## config.mk

```make
export PLATFORM = sky130hd
export DESIGN_NAME = pwm_timer_sequencer
export DESIGN_NICKNAME = d
export VERILOG_FILES = /design/src/rtl/pwm_timer_sequencer.sv
export SDC_FILE = /design/constraint.sdc
export NUM_CORES = 1
export LEC_CHECK = 0
export ABC_AREA = 1
export BUFFER_PORTS_ARGS = -buffer_cell sky130_fd_sc_hd__buf_2
export CAP_MARGIN = 0
export CORE_MARGIN = 1.5
export CORE_UTILIZATION = 60
export CTS_BUF_LIST = sky130_fd_sc_hd__clkbuf_16
export DETAILED_ROUTE_END_ITERATION = 7
export HOLD_SLACK_MARGIN = 0.08
export PLACE_DENSITY = 0.78
export SKIP_LAST_GASP = 1
export SLEW_MARGIN = 25
export SYNTH_ARGS = -nofsm -noshare
export SYNTH_HDL_FRONTEND = slang
export SYNTH_SLANG_ARGS = --single-unit
```

## constraint.sdc

```tcl
create_clock -name i_clk -period 2.1 [get_ports i_clk]
set_input_delay 0.105 -clock i_clk [delete_from_list [all_inputs] [get_ports i_clk]]
set_output_delay 0.105 -clock i_clk [all_outputs]
set_load 0.01 [all_outputs]
```

## src/rtl/pwm_timer_sequencer.sv

```systemverilog
`default_nettype none
// ============================================================================
// Module   : pwm_timer_sequencer
// Purpose  : Walks a host-loaded table of up to four PWM segments. For each
//            segment it writes max/pwm/stop into the timer, pulses start,
//            waits for a rising edge on the timer end indication, then moves
//            on (optionally looping back to segment 0).
// Revision : 1.0 - initial release
// ============================================================================
module pwm_timer_sequencer #(
    parameter int DW = 16
) (
    input  logic          i_clk,
    input  logic          i_rstn,
    input  logic          i_cfg_we,
    input  logic [1:0]    i_cfg_entry,
    input  logic [1:0]    i_cfg_field,
    input  logic [DW-1:0] i_cfg_wdata,
    input  logic          i_run,
    input  logic          i_abort,
    input  logic          i_tmr_end,
    output logic          o_tmr_we,
    output logic [1:0]    o_tmr_addr,
    output logic [DW-1:0] o_tmr_wdata,
    output logic          o_tmr_start,
    output logic          o_busy,
    output logic [1:0]    o_cur_entry,
    output logic          o_seq_done
);

    typedef enum logic [2:0] {
        S_IDLE    = 3'd0,
        S_LD_MAX  = 3'd1,
        S_LD_PWM  = 3'd2,
        S_LD_STOP = 3'd3,
        S_START   = 3'd4,
        S_WAIT    = 3'd5,
        S_NEXT    = 3'd6
    } state_t;

    state_t        state_q, state_d;
    logic [1:0]    idx_q, idx_d;
    logic          end_q;
    logic [1:0]    last_idx_q;
    logic          loop_q;
    logic [DW-1:0] max_q  [4];
    logic [DW-1:0] pwm_q  [4];
    logic [DW-1:0] stop_q [4];

    // Table writes are only allowed while the sequencer is idle
    logic w_cfg_ok;
    assign w_cfg_ok = i_cfg_we && (state_q == S_IDLE);

    // Segment table: one register set per entry
    for (genvar g = 0; g < 4; g++) begin : g_entry
        // Capture host writes addressed to this entry's data fields
        always_ff @(posedge i_clk or negedge i_rstn) begin
            if (!i_rstn) begin
                max_q[g]  <= '0;
                pwm_q[g]  <= '0;
                stop_q[g] <= '0;
            end else if (w_cfg_ok && (i_cfg_entry == 2'(g))) begin
                case (i_cfg_field)
                    2'd0:    max_q[g]  <= i_cfg_wdata;
                    2'd1:    pwm_q[g]  <= i_cfg_wdata;
                    2'd2:    stop_q[g] <= i_cfg_wdata;
                    default: ;
                endcase
            end
        end
    end

    // Control register: field 3 ignores the entry index
    always_ff @(posedge i_clk or negedge i_rstn) begin
        if (!i_rstn) begin
            last_idx_q <= 2'd0;
            loop_q     <= 1'b0;
        end else if (w_cfg_ok && (i_cfg_field == 2'd3)) begin
            last_idx_q <= i_cfg_wdata[1:0];
            loop_q     <= i_cfg_wdata[2];
        end
    end

    // State, segment index and end-indication history
    always_ff @(posedge i_clk or negedge i_rstn) begin
        if (!i_rstn) begin
            state_q <= S_IDLE;
            idx_q   <= 2'd0;
            end_q   <= 1'b0;
        end else begin
            state_q <= state_d;
            idx_q   <= idx_d;
            end_q   <= i_tmr_end;
        end
    end

    // A level carried over from an earlier segment never looks like an edge
    logic w_end_rise;
    logic w_last;
    assign w_end_rise = i_tmr_end & ~end_q;
    assign w_last     = (idx_q == last_idx_q);

    // Next-state logic; abort overrides every non-idle state
    always_comb begin
        state_d = state_q;
        idx_d   = idx_q;
        if ((state_q != S_IDLE) && i_abort) begin
            state_d = S_IDLE;
            idx_d   = 2'd0;
        end else begin
            case (state_q)
                S_IDLE: begin
                    if (i_run && !i_abort) begin
                        state_d = S_LD_MAX;
                        idx_d   = 2'd0;
                    end
                end
                S_LD_MAX:  state_d = S_LD_PWM;
                S_LD_PWM:  state_d = S_LD_STOP;
                S_LD_STOP: state_d = S_START;
                S_START:   state_d = S_WAIT;
                S_WAIT: begin
                    if (w_end_rise) begin
                        state_d = S_NEXT;
                    end
                end
                S_NEXT: begin
                    if (!w_last) begin
                        state_d = S_LD_MAX;
                        idx_d   = idx_q + 2'd1;
                    end else if (loop_q) begin
                        state_d = S_LD_MAX;
                        idx_d   = 2'd0;
                    end else begin
                        state_d = S_IDLE;
                        idx_d   = 2'd0;
                    end
                end
                default: begin
                    state_d = S_IDLE;
                    idx_d   = 2'd0;
                end
            endcase
        end
    end

    // Moore outputs decoded purely from the registered state
    always_comb begin
        o_tmr_we    = 1'b0;
        o_tmr_addr  = 2'd0;
        o_tmr_wdata = '0;
        o_tmr_start = 1'b0;
        o_seq_done  = 1'b0;
        case (state_q)
            S_LD_MAX: begin
                o_tmr_we    = 1'b1;
                o_tmr_addr  = 2'd0;
                o_tmr_wdata = max_q[idx_q];
            end
            S_LD_PWM: begin
                o_tmr_we    = 1'b1;
                o_tmr_addr  = 2'd1;
                o_tmr_wdata = pwm_q[idx_q];
            end
            S_LD_STOP: begin
                o_tmr_we    = 1'b1;
                o_tmr_addr  = 2'd2;
                o_tmr_wdata = stop_q[idx_q];
            end
            S_START: o_tmr_start = 1'b1;
            S_NEXT:  o_seq_done  = w_last && !loop_q;
            default: ;
        endcase
    end

    assign o_busy      = (state_q != S_IDLE);
    assign o_cur_entry = idx_q;

endmodule
`default_nettype wire
```

==> metrics, run 1 <==
critical path's slowest cell dfrtp_4; HP Start i_cfg_entry[0]; Hold WC Path Type in2reg; Worst Path Arrival 2.07 ns; hpwl dp 16.9 mm; Leak 6.70 nW; Yosys reg bits 201; Die Area 0.0177 sq mm; reg2reg end state_q[0]; Syn Inst Count 1,417; fillers 1,273; fin nets 1,502; initial antenna violation count 1; RSZ-0062 raised after global routing true; layout cells sized above 1 12.0%; Fin. Hold Viols 0; GPL Wtd Cong 0.859; CTS Buffer Depth 3; grt met1 use 48.0%; Clock Sinks 201; htree depth 1; syn avg cell area 7.16 sq um; Worst Setup End Kind primary output; DIE WIDTH 133 um; Hold EP stop_q[43]; reg-to-reg slack, setup 0.09 ns; CTS tree done; Seq/Total Area, Yosys 49.6%; number of flops mapped to enable cells by yosys 0; met3 usage 6.74%; post-route ant nets 0; Synth cell types 29; power per cell area 1170 mW/mm^2; count of pins over their slew limit 0; Core Footprint 0.0165 sq mm; crit-path max FO 8; Die Y 133 um; status finished with violations; DR WL/cell 18.2 um; CTS clk-pin slew, worst paths 0.06 ns; Post-route DRC 0; Inserted Clock Buffers 22; n_diodes 0; total wire length 31.1 mm; Finish-stage setup viols 14; worst setup margin -0.0756 ns; DP Cell Count 1,631; GR peak layer met2; cell mode on critical path nand2_1; crit path launch type flop; Max IR drop VDD 0.964 mV; std cell rows 47; largest net degree at the start of global routing 68; fin cells 1,708; highest clock rate 0.460 GHz; crit share post-route 104%; Async S/R FF share, synth 100%; number of synthesis warnings 0; gr ovfl total 0; Syn Nets 1,444; vias per cell 5.64; slew at the pin with the worst max-slew slack 0.583 ns; Max Cap Viol 0; Slew Limit Headroom 61.0%; initial core utilization 61.4%; met2 Use GR 56.7%; Worst Hold Depth 5; clock latency on the worst-skew pair 0.50 ns; WP data required 2.00 ns; Hold Worst Slack 0.120 ns; root buffer cell clkbuf_16; Area growth, synth to finish 17.3%; synthesized area 0.0101 sq mm; most common flop cell mapped by yosys dfrtp_1; R2R Path Start o_cur_entry[0]; Crit path largest cell delay 0.54 ns; wire length of the first global-routing pass 48.7 mm; minimum clock period 2.18 ns; Reg2Reg Depth 10; IO buf count 49; via count 9,630; first-pass detailed-route iteration total 6; total track usage 35.2%; failing checks setup timing; vias in the first global route 9,202; Setup Skew 0.0142 ns; drt first-iter violations 1,037; crit path cell chain clkinv_8, buf_12, buf_16, nand2_2, nand2_2, nand2_1, nand2_1, nand2_1, nand2_1, nand2_1, nand2_1, buf_6; crit path kind reg2out; Boundary Pins 50
==> through the flow <==
step / total power (W) / setup TNS, ns / instance area, sq um / setup slack [ns] / util [%]
2_1_floorplan: 0.00890 / 0 / 10100 / 0.547 / -
5_1_grt: 0.0148 / -1.90 / 11900 / -0.163 / 72.0
6_report: 0.0139 / -0.516 / 11900 / -0.0756 / 72.0
3_3_place_gp: 0.00987 / 0 / 10600 / 0.305 / 63.9
4_1_cts: 0.0137 / -0.190 / 11700 / -0.0430 / 70.8
3_5_place_dp: 0.0100 / 0 / 10600 / 0.314 / 63.9
==> where the power goes <==
group / internal, W / switching [W] / leakage, nW
Sequential: 0.00546 / 0.000930 / 2.59
Clock: 0.00196 / 0.00152 / 0.334
Combinational: 0.00157 / 0.00250 / 3.78
==> cell usage in the layout, fill, tap and decap left out, types with 2 or more instances in the layout <==
cell	count
nor4_1	2
dlygate4sd3_1	21
o22ai_1	14
o21ai_0	50
dfrtp_1	199
clkinv_1	5
buf_6	4
nand2_4	3
buf_16	7
nor2_4	14
clkinv_2	4
clkbuf_16	28
buf_12	13
nor2_2	2
inv_2	11
nor2_1	48
buf_2	47
nand4_1	2
nor3_2	2
nand3_1	13
nor3_1	3
inv_1	46
nand2_1	890
o21ai_1	12
nand2_2	17
buf_4	11
nand3_4	5
==> what timing repair did <==
item,in CTS,in global routing
resized for setup,26,14
buffers inserted,4,2
pin swaps,3,6
endpoints found under the setup margin,17,18
hold buffers,21,0
gates cloned,7,6
endpoints found under the hold margin,347,0
==> registers in the layout, summed over array words and instances (netlist names) <==
| name | cells |
|---|---|
| last_idx_q | 2 |
| o_cur_entry | 2 |
| max_q | 64 |
| loop_q | 1 |
| end_q | 1 |
| state_q | 3 |
| pwm_q | 64 |
| stop_q | 64 |
==> critical path, delay by kind of cell (launching register included) <==
family | cells | cell delay, ns
buffers and inverters | 4 | 0.49
and+or+nand+nor | 8 | 0.53
DFF | 1 | 0.54
==> logic make-up (layout without fill, tap and decap cells) <==
family	Yosys count	count (layout)	share of synthesized area (%)
AND/OR/NAND/NOR	1004	1004	40.0
AO/OA/AOI/OAI	78	78	4.02
flip-flops	201	201	49.6
buffers and inverters	131	202	6.12
XOR/XNOR	2	2	0.173
adder cells (fa/ha/maj)	1	1	0.123
==> synth_stat cells (2+ instances only) <==
cell type	instances	area [sq um]
nand2_1	898	3370
dfrtp_1	201	5030
o21ai_0	63	315
nor2_1	48	180
inv_1	42	158
clkbuf_1	38	143
buf_4	15	113
nand3_1	14	70.1
nor2_4	14	158
o22ai_1	14	87.6
buf_2	12	60.1
inv_2	11	41.3
nand2_2	9	56.3
buf_6	7	78.8
buf_1	5	18.8
nand3_4	5	87.6
nand2_4	3	33.8
nor3_1	3	15.0
nand4_1	2	12.5
nor2_2	2	12.5
nor3_2	2	20.0
nor4_1	2	12.5
==> area by class of cell <==
type,instances,area [sq um],area share (%)
sequential,201,5030,42.3
multi-input combinational,1085,4520,38.0
timing repair buffer,111,1210,10.2
clock buffer,23,576,4.84
tap,220,275,2.31
inverter,54,220,1.85
clock inverter,14,57.6,0.484
==> how the worst max path moves through the flow <==
stage	cells after the start	start	slack [ns]	end
2_1_floorplan	9	state_q[1]	0.55	pwm_q[38]
3_3_place_gp	8	o_cur_entry[0]	0.31	o_tmr_wdata[9]
3_5_place_dp	8	state_q[2]	0.31	pwm_q[47]
4_1_cts	10	o_cur_entry[0]	-0.04	o_tmr_wdata[3]
5_1_grt	12	o_cur_entry[0]	-0.16	o_tmr_wdata[6]
6_report	12	o_cur_entry[0]	-0.08	o_tmr_wdata[6]
==> routing by layer <==
layer	wire length (um)	share of wire, %
met1	12400	40
met2	14600	47
met3	3110	10
met4	978	3.1
met5	16	0.051
Power figures use the tool's default switching activity.
==> inputs of run 2 (changes only) <==
--- a/config.mk
+++ b/config.mk
@@ -6,14 +6,14 @@
 export NUM_CORES = 1
 export LEC_CHECK = 0
 export ABC_AREA = 1
-export BUFFER_PORTS_ARGS = -buffer_cell sky130_fd_sc_hd__buf_2
 export CAP_MARGIN = 0
 export CORE_MARGIN = 1.5
 export CORE_UTILIZATION = 60
 export CTS_BUF_LIST = sky130_fd_sc_hd__clkbuf_16
 export DETAILED_ROUTE_END_ITERATION = 7
+export DONT_BUFFER_PORTS = 1
 export HOLD_SLACK_MARGIN = 0.08
-export PLACE_DENSITY = 0.78
+export PLACE_DENSITY = 0.76
 export SKIP_LAST_GASP = 1
 export SLEW_MARGIN = 25
 export SYNTH_ARGS = -nofsm -noshare
==> metrics, run 2 (synthesis gave the netlist of run 1 again) <==
dpl cell area 0.0102 sq mm; clock latency on the worst-skew pair 0.51 ns; failing checks hold timing, setup timing; Int Pwr 0.00891 W; total power 0.0138 W; first-pass detailed-route iteration total 5; vias in the first global route 8,770; total wire length 29.3 mm; Area growth, synth to finish 13.7%; Crit path largest cell delay 0.56 ns; routed wl met2 13.3 mm; pre-CTS setup slack 0.277 ns; switching portion of total power 35.2%; wire length of the first global-routing pass 46.9 mm; largest net degree at the start of global routing 202; critical path's slowest cell dfrtp_4; CTS clk-pin slew, worst paths 0.06 ns; WP data required 2.00 ns; Largest regs max_q x64, pwm_q x64, stop_q x64; CTS tree done; Hold Worst Slack -0.701 ns; Inserted Clock Buffers 23; layout cells sized above 1 9.64%; CP delay by family, top simple AND/OR/NAND/NOR gates; CTS Buffer Depth 3; Hold WC Path Type in2async; Max IR drop VDD 0.821 mV; most frequent cells in the layout nand2_1 (874), dfrtp_1 (199), inv_1 (52); DIE WIDTH 133 um; initial core utilization 61.4%; Fin Setup TNS -0.00189 ns; RSZ-0062 raised after global routing true; crit path cell chain clkinv_8, buf_16, nand2_1, nand2_1, nand2_1, nand2_1, nand2_1, nand2_1, nand2_1, nand2_2; fin nets 1,453; clock share of power 25.7%; Fin. Hold Viols 201; Worst Path Arrival 2.00 ns; register share of total power 46.4%; crit path kind reg2out; htree depth 1; cell mode on critical path nand2_1; Die Y 133 um; post-route ant nets 0; WL met3 2.55 mm; Boundary Pins 50; status finished with violations; DR WL/cell 17.6 um; Worst Setup End Kind primary output; Slew Limit Headroom 52.6%; Setup Skew 0.00923 ns; vias per cell 5.51; worst setup margin -0.00189 ns; crit share post-route 100%; Die Area 0.0177 sq mm; Psw 0.00484 W; drt first-iter violations 1,160; minimum clock period 2.10 ns; via count 9,165; crit-path max FO 26; std cell rows 47; Finish-stage setup viols 1; highest clock rate 0.476 GHz; Combinational Power Share 28.0%; power per cell area 1190 mW/mm^2; total track usage 33.6%; crit path launch type flop; hpwl dp 16.9 mm; GPL Wtd Cong 0.851; most common cell after layout, fill and taps aside nand2_1; Leak 6.40 nW; count of pins over their slew limit 0; Clock Sinks 201; IO buf count 0; top sig layer met4; initial antenna violation count 1; Post-route DRC 0; Met1 Wirelength 12.5 mm; # hold bufs at CTS 25; Max Cap Viol 0; Worst Path Buf+Inv 2; root buffer cell clkbuf_16; Finished Cell Area 0.0115 sq mm; gr ovfl total 0; Core Footprint 0.0165 sq mm; slew at the pin with the worst max-slew slack 0.709 ns
run 2: cell count changes in the layout (fill, tap and decap cells not counted), moves of 3 or more:
cell,previous run,this run
buf_2,47,0
nand2_1,890,874
nand2_2,17,29
buf_4,11,18
buf_16,7,1
inv_1,46,52
nand2_4,3,7
buf_6,4,1
clkinv_2,4,1
dlygate4sd3_1,21,24
run 2: cell type report:
class | instances | area, sq um
Timing Repair Buffer | 61 | 764
Fill cell | 1347 | 4990
Clock inverter | 18 | 72.6
Sequential cell | 201 | 5030
Antenna cell | 1 | 2.50
Tap cell | 220 | 275
Multi-Input combinational cell | 1085 | 4580
Inverter | 54 | 224
Clock buffer | 23 | 576
run 2: per-layer routing:
layer / up-vias / global-route usage, %
met5: - / 0
met1: 4340 / 48.4
met3: 73 / 5.48
li1: 4326 / -
met2: 426 / 52.6
met4: 0 / 10.7
run 2: repair_timing:
| action | CTS | global route |
|---|---|---|
| hold endpoints to repair | 402 | 201 |
| buffers inserted | 2 | 8 |
| gates resized for setup | 25 | 42 |
| endpoints found under the setup margin | 14 | 18 |
| pin swaps | 0 | 13 |
| gates cloned | 2 | 4 |
run 2: path summary, 6_finish.rpt:
check	from	end	slack [ns]	cells past startpoint
max	o_cur_entry[0]	o_tmr_wdata[2]	-0.002	10
min	i_rstn	stop_q[19]	-0.70	0
max reg2reg	state_q[1]	stop_q[18]	0.21	8
min reg2reg	max_q[22]	max_q[22]	0.47	2
max in group asynchronous	i_rstn	o_cur_entry[1]	2.45	0
min in group i_clk	i_cfg_field[1]	max_q[3]	0.11	5
run 2: worst register-to-register path: stages, from the launching register on:
cell and delay, ns:
dfrtp_1 0.42, inv_2 0.14, nand3_4 0.16, nor2_8 0.20
nand3_4 0.16, inv_2 0.14, nand2_2 0.29, nand2_1 0.19
nand2_1 0.08
run 2: power groups by stage:
stage                     clock, W  combinational, W  sequential, W
after floorplan                  0           0.00278        0.00612
after global placement           0           0.00326        0.00631
after detailed placement         0           0.00340        0.00634
after CTS                  0.00355           0.00360        0.00632
after global routing       0.00371           0.00440        0.00654
final                      0.00353           0.00384        0.00638
run 2: per-stage QoR:
stage	std cells	util (%)
after floorplan	1417	-
after global placement	1583	62.0
after detailed placement	1583	62.0
after CTS	1653	68.3
after global routing	1663	69.8
final	1663	69.8
==> inputs of run 3 (changes only) <==
--- a/config.mk
+++ b/config.mk
@@ -13,7 +13,7 @@
 export DETAILED_ROUTE_END_ITERATION = 7
 export DONT_BUFFER_PORTS = 1
 export HOLD_SLACK_MARGIN = 0.08
-export PLACE_DENSITY = 0.76
+export PLACE_DENSITY_LB_ADDON = 0.12
 export SKIP_LAST_GASP = 1
 export SLEW_MARGIN = 25
 export SYNTH_ARGS = -nofsm -noshare
==> metrics, run 3 (synthesis gave the netlist of run 1 again) <==
power per cell area 1190 mW/mm^2; crit-path max FO 12; fin nets 1,452; Leak 6.40 nW; gr ovfl total 0; Multi-input gate area 0.00456 sq mm; Post-route DRC 0; most common cell after layout, fill and taps aside nand2_1; utilization after layout 69.8%; CTS tree done; count of pins over their slew limit 0; WP data required 2.00 ns; initial antenna violation count 0; Finished Cell Area 0.0115 sq mm; n_diodes 0; hpwl dp 16.5 mm; Worst Setup End Kind primary output; vias per cell 5.53; highest clock rate 0.464 GHz; total wire length 29.6 mm; Worst Path Arrival 2.05 ns; Largest regs max_q x64, pwm_q x64, stop_q x64; Fin. Hold Viols 201; DIE WIDTH 133 um; minimum clock period 2.15 ns; dpl cell area 0.0102 sq mm; Reg area 0.00503 sq mm; initial core utilization 61.4%; htree depth 1; std cell rows 47; Setup Skew 0.0113 ns; Area growth, synth to finish 13.7%; Hold WC Path Type in2async; Max IR drop VDD 0.852 mV; Core Footprint 0.0165 sq mm; worst setup margin -0.0545 ns; via count 9,161; Max Cap Viol 0; Hold Worst Slack -0.702 ns; Finish-stage setup viols 11; largest net degree at the start of global routing 202; most frequent cells in the layout nand2_1 (875), dfrtp_1 (199), o21ai_0 (56); vias in the first global route 8,442; slew at the pin with the worst max-slew slack 0.752 ns; drt first-iter violations 1,063; Die Y 133 um; fillers 1,354; DR WL/cell 17.9 um; failing checks hold timing, setup timing; CTS Buffer Depth 3; status finished with violations; clock latency on the worst-skew pair 0.51 ns; Die Area 0.0177 sq mm; wire length of the first global-routing pass 45.9 mm; GPL Wtd Cong 0.848; IO buf count 0; Boundary Pins 50; total track usage 33.1%; RSZ-0062 raised after global routing true; crit share post-route 103%; post-route ant nets 0; Inserted Clock Buffers 22; first-pass detailed-route iteration total 5; crit path kind reg2out; # hold bufs at CTS 24; crit path launch type flop; Clock Sinks 201; Slew Limit Headroom 49.7%; CTS clk-pin slew, worst paths 0.06 ns; root buffer cell clkbuf_16; layout cells sized above 1 9.61%
run 3: cell count changes in the layout (fill, tap and decap cells not counted), sizes merged:
cell and delta:
buf -4, clkbuf +3, clkinv -3, clkinvlp -2, bufinv +1, diode -1, inv -1
run 3: what timing repair did:
item,in CTS,in global routing
cloned,2,9
resized for setup,20,35
endpoints found under the hold margin,402,201
setup endpoints to repair,13,18
buffers inserted,0,5
pin swaps,0,6
run 3: path summary, 6_finish.rpt:
path | end | slack (ns) | depth (start not counted) | from
max in group asynchronous | o_cur_entry[1] | 2.51 | 0 | i_rstn
min in group i_clk | last_idx_q[0] | 0.14 | 5 | i_cfg_we
max reg2reg | state_q[0] | 0.06 | 10 | o_cur_entry[0]
min | stop_q[35] | -0.70 | 0 | i_rstn
min reg2reg | max_q[37] | 0.46 | 2 | max_q[37]
max | o_tmr_wdata[9] | -0.05 | 7 | o_cur_entry[0]
run 3: routing by layer:
metal,GRT usage (%),vias to the layer above,share of wire [%]
li1,-,4317,-
met1,47.4,4400,43
met2,51.5,376,47
met3,6.28,68,7.6
met4,10.4,0,2.4
met5,0,-,0
run 3: where the power goes:
part | switching (W) | total, W | leakage, nW | internal, W
Clock | 0.00151 | 0.00358 | 0.345 | 0.00207
Combinational | 0.00233 | 0.00376 | 3.47 | 0.00143
Sequential | 0.000888 | 0.00635 | 2.59 | 0.00546
run 3: area by class of cell:
type                       instances  share of cell area (%)
clock buffer                      23                    4.99
clock inverter                    12                   0.618
inverter                          54                    1.91
multi-input combinational       1085                    39.5
sequential                       201                    43.7
tap                              220                    2.39
timing repair buffer              60                    6.82
timing repair inverter             1                  0.0976
run 3: worst max-delay path: stages, from the launching register on:
cell,delay [ns]
dfrtp_4,0.61
clkinv_8,0.15
buf_4,0.17
clkbuf_16,0.16
o21ai_0,0.17
o22ai_1,0.10
nand2_1,0.09
nand2_2,0.09
run 3: per-stage QoR:
step | total power (W) | setup slack, ns | TNS (ns) | cells
after floorplan | 0.00890 | 0.547 | 0 | 1417
after global placement | 0.00960 | 0.438 | 0 | 1582
after detailed placement | 0.00972 | 0.340 | 0 | 1582
after CTS | 0.0135 | -0.0218 | -0.0693 | 1643
after global routing | 0.0146 | -0.116 | -1.43 | 1656
final | 0.0137 | -0.0545 | -0.258 | 1656
